`config.mk`:
```
export PLATFORM = sky130hd
export DESIGN_NAME = decoder_reg
export DESIGN_NICKNAME = d
export VERILOG_FILES = /design/src/rtl/decoder_pkg.sv /design/src/rtl/onehot_decode.sv /design/src/rtl/decoder_reg.sv
export SDC_FILE = /design/constraint.sdc
export NUM_CORES = 1
export LEC_CHECK = 0
export CAP_MARGIN = 20
export CORE_UTILIZATION = 39
export DETAILED_ROUTE_END_ITERATION = 7
export PLACE_DENSITY = 0.74
export SETUP_SLACK_MARGIN = 0.1
export SLEW_MARGIN = 30
export SYNTH_ARGS = -nofsm -noshare
export SYNTH_HDL_FRONTEND = slang
export SYNTH_SLANG_ARGS = --single-unit
```
`constraint.sdc`:
```
create_clock -name clk -period 0.8 [get_ports clk]
set_input_delay 0.16 -clock clk [delete_from_list [all_inputs] [get_ports clk]]
set_output_delay 0.16 -clock clk [all_outputs]
set_load 0.005 [all_outputs]
```
`src/rtl/decoder_pkg.sv`:
```
// Shared widths and types for the registered one-hot line decoder.
package decoder_pkg;

  localparam int DEC_IN_W  = 4;
  localparam int DEC_OUT_W = 16;

  typedef logic [DEC_IN_W-1:0]  dec_sel_t;
  typedef logic [DEC_OUT_W-1:0] dec_onehot_t;

endpackage

```
`src/rtl/onehot_decode.sv`:
```
// Combinational binary-to-one-hot decode, gated by an enable.
module onehot_decode
  import decoder_pkg::*;
#(
  parameter int IN_W = DEC_IN_W
) (
  input  logic [IN_W-1:0]      sel,
  input  logic                 en,
  output logic [(2**IN_W)-1:0] onehot
);

  always_comb begin
    onehot = '0;
    for (int k = 0; k < 2**IN_W; k++) begin
      onehot[k] = en && (sel == IN_W'(k));
    end
  end

endmodule

```
`src/rtl/decoder_reg.sv`:
```
// Registered one-hot decoder: async-reset output register with optional
// active-low output polarity around onehot_decode.
module decoder_reg
  import decoder_pkg::*;
#(
  parameter int IN_W       = DEC_IN_W,
  parameter int OUT_W      = 2**IN_W,
  parameter bit ACTIVE_LOW = 1'b0
) (
  input  logic             clk,
  input  logic             rst,
  input  logic [IN_W-1:0]  ip,
  input  logic             en,
  output logic [OUT_W-1:0] op
);

  // Idle value doubles as the reset value, so reset and en=0 look identical.
  localparam logic [OUT_W-1:0] IDLE = ACTIVE_LOW ? {OUT_W{1'b1}} : {OUT_W{1'b0}};

  generate
    if (OUT_W != 2**IN_W) begin : g_width_chk
      $error("decoder_reg: OUT_W (%0d) must equal 2**IN_W (%0d)", OUT_W, 2**IN_W);
    end
  endgenerate

  logic [OUT_W-1:0] onehot;
  logic [OUT_W-1:0] op_d;
  logic [OUT_W-1:0] op_q;

  onehot_decode #(
    .IN_W(IN_W)
  ) u_onehot_decode (
    .sel   (ip),
    .en    (en),
    .onehot(onehot)
  );

  always_comb begin
    op_d = ACTIVE_LOW ? ~onehot : onehot;
  end

  always_ff @(posedge clk or posedge rst) begin
    if (rst) begin
      op_q <= IDLE;
    end else begin
      op_q <= op_d;
    end
  end

  assign op = op_q;

endmodule

```
==> run_results.csv, run 1 <==
group,metric,value,unit
finish,regArea,400,um2
floorplanning,initial_core_util,42.0,%
yosys,async_flop_share,100,%
global_route,grt_pass1_vias,322,
finish,largest_reg_flops,16,
clock_tree,clk_pin_slew_worst_paths,80,ps
yosys,synth_commonest_cells,"dfrtp_1 (16), nor2_1 (10), nor3_1 (4)",
finish,num_antenna_cells,0,
yosys,synth_cells,45,
setup_path,crit_buf_inv,1,
routing,drt-total-wl,991,um
timing,setup_viol,16,
timing,tightest_slew,223,ps
timing,finalCriticalPeriod,947,ps
power_and_ir_drop,peakVddDrop,930,uV
power_and_ir_drop,seq_power_share,55.8,%
global_route,grt_max_degree,17,
power_and_ir_drop,leakagePower,0.447,nW
finish,fin_util,62.7,%
timing,period_share,118,%
placed_design,detailed_place_hpwl,678,um
outcome,status,"finished, violations left",
yosys,syn_avg_cell_area,12.2,um2
setup_path,required,640,ps
global_route,grt.overflow.total,0,
global_route,grt_use_met2,21.7,%
clock_tree,cts_buffer_depth,2,
finish,fillers,110,
clock_tree,htreeDepth,1,
power_and_ir_drop,p_int,1.17,mW
routing,dr_total_vias,401,
floorplanning,die_h,39.4,um
power_and_ir_drop,p_sw_share,20.8,%
power_and_ir_drop,switching_power,0.306,mW
routing,avgRoutedWirePerCell,11.1,um
setup_path,cp_top_family,"flip-flops",
placed_design,gp_congestion,0.723,
min_path,holdPathStages,2,
global_route,grt.busiest_layer,"met2",
finish,syn2layout_area_growth,49.2,%
power_and_ir_drop,finalPower,1.48,mW
global_route,use_met3,3.41,%
floorplanning,ios,23,
clock_tree,cts_tree,"yes",
timing,fmax,1060,MHz
routing,antenna_left,0,
setup_path,critPathSlowestCell,"dfrtp_1",
power_and_ir_drop,powerDensity,1810,nW/um2
timing,finalHoldViolations,0,
global_route,grt_pass1_wl,1.43,mm
min_path,min-delay-start,"ip[2]",
timing,setup_ws,-147,ps
outcome,violations,"setup timing",
floorplanning,placementRows,13,
power_and_ir_drop,clockPowerShare,33.9,%
job,cap_violations,0,
routing,viasPerCell,4.51,
yosys,yosys_register_bits,16,
yosys,synth_area,547,um2
yosys,synth_top_cell_by_area,"dfrtp_1",
global_route,antenna_found_initial,0,
yosys,synth-seq-area-share,73.2,%
placed_design,pre_cts_ws,-444,ps
floorplanning,die_w,39.4,um
power_and_ir_drop,combPwrFrac,10.3,%
timing,max_slew_margin,85.0,%
setup_path,crit_fanout,1,
floorplanning,coreArea,1300,um2
timing,rsz0062_at_grt,"true",
yosys,synthTopCellsByArea,"dfrtp_1 (73%), nor2_1 (6.9%), nor3_1 (3.7%), or3b_1 (3.2%), nand3b_1 (2.7%)",
setup_path,critPathCaptureType,"primary output",
setup_path,crit_type,"reg -> out",
routing,dr.pass1.iters,2,
finish,fin_nets,82,
min_path,hp-class,"in -> reg",
yosys,synth.distinct_cells,12,
setup_path,worst_setup_path_start_kind,"register",
clock_tree,cts_sinks,16,
floorplanning,die-area,1560,um2
timing,tns,-1880,ps
clock_tree,root_buffer,"clkbuf_4",
finish,drive_gt1_share,44.6,%
routing,drc,0,
min_path,min_to,"op[2]$_DFF_PP0_",
finish,multiInputGateArea,170,um2
yosys,synth_nets,52,
setup_path,cp_cell_sequence,"buf_2",
setup_path,max_stage_delay,390,ps
yosys,yosysMostFrequentCell,"dfrtp_1",
yosys,synth_top_flop_cell,"dfrtp_1",
clock_tree,numCtsBuffers,3,
timing,slew_viol_final,0,
yosys,yosys_warnings,0,
global_route,gr-usage-met1,18.5,%
placed_design,io_buffers,22,
routing,drt_iter0_drc,1,
yosys,synth_top_area_share,73.2,%
yosys,synth-edff-count,0,
clock_tree,post-cts-setup-buffers,0,
setup_path,worst_ep_arrival_time,790,ps
global_route,grtUsageTotal,15.0,%
[per-layer routing]
| metal | up-vias | routed length, um |
|---|---|---|
| li1 | 203 | - |
| met1 | 180 | 455 |
| met2 | 16 | 475 |
| met3 | 2 | 40 |
| met4 | 0 | 19 |
| met5 | - | 0 |
[layout make-up]
class	count	share of cell area (%)
multi-input combinational	25	20.9
sequential	16	49.1
tap	15	2.30
clock buffer	4	4.45
timing repair buffer	27	22.4
inverter	2	0.920
[cell usage in the layout (no fill, tap or decap), types with 2 or more instances in the layout]
master           instances
dfrtp_1                 16
nor2_1                   9
buf_2                   16
nor3_1                   3
clkdlybuf4s15_1          2
nand3b_1                 2
buf_4                    4
nand2b_4                 2
clkbuf_4                 3
inv_1                    2
dlygate4sd2_1            2
[logic make-up (layout without fill, tap and decap cells)]
| family | count (synthesis) | count (layout) | share of synthesized area (%) |
|---|---|---|---|
| buffers and inverters | 4 | 33 | 3.43 |
| DFF | 16 | 16 | 73.2 |
| and+or+nand+nor | 25 | 25 | 23.3 |
[how the worst max path moves through the flow]
stage | start | end | slack, ps | cells after the start
6_report | op[0]$_DFF_PP0_ | op[0] | -150 | 1
5_1_grt | op[2]$_DFF_PP0_ | op[2] | -180 | 1
4_1_cts | op[0]$_DFF_PP0_ | op[0] | -160 | 1
3_5_place_dp | ip[2] | op[6]$_DFF_PP0_ | -440 | 3
3_3_place_gp | ip[3] | op[10]$_DFF_PP0_ | -410 | 3
2_1_floorplan | ip[2] | op[10]$_DFF_PP0_ | 10 | 3
[power groups by stage]
| stage | Combinational (mW) | Clock, mW | Sequential [mW] |
|---|---|---|---|
| floorplan | 0.0564 | 0 | 0.842 |
| global placement | 0.150 | 0 | 0.840 |
| detailed placement | 0.153 | 0 | 0.840 |
| CTS | 0.144 | 0.530 | 0.823 |
| global route | 0.168 | 0.570 | 0.825 |
| finish | 0.152 | 0.500 | 0.823 |
[through the flow]
stage          std cells  hold slack [ps]  cell area [um2]
6_report              89              110              816
5_1_grt               89              101              816
4_1_cts               89              189              797
3_5_place_dp          85              492              825
3_3_place_gp          85              488              825
2_1_floorplan         45             73.7              554
[timing repair]
action                                  CTS  global route
endpoints found under the setup margin   32            23
cloned                                    0             0
resized for setup                        72             8
pin swaps                                 2             2
hold buffers                              0             0
endpoints found under the hold margin     0             0
Power figures use the tool's default switching activity.
==> run 2, diff against run 1 <==
--- a/config.mk
+++ b/config.mk
@@ -7,6 +7,7 @@
 export LEC_CHECK = 0
 export CAP_MARGIN = 20
 export CORE_UTILIZATION = 39
+export CTS_CLUSTER_DIAMETER = 30
 export DETAILED_ROUTE_END_ITERATION = 7
 export PLACE_DENSITY = 0.74
 export SETUP_SLACK_MARGIN = 0.1
==> results of run 2 <==
Same layout as run 1: the final DEF is identical, and so are final timing and power.
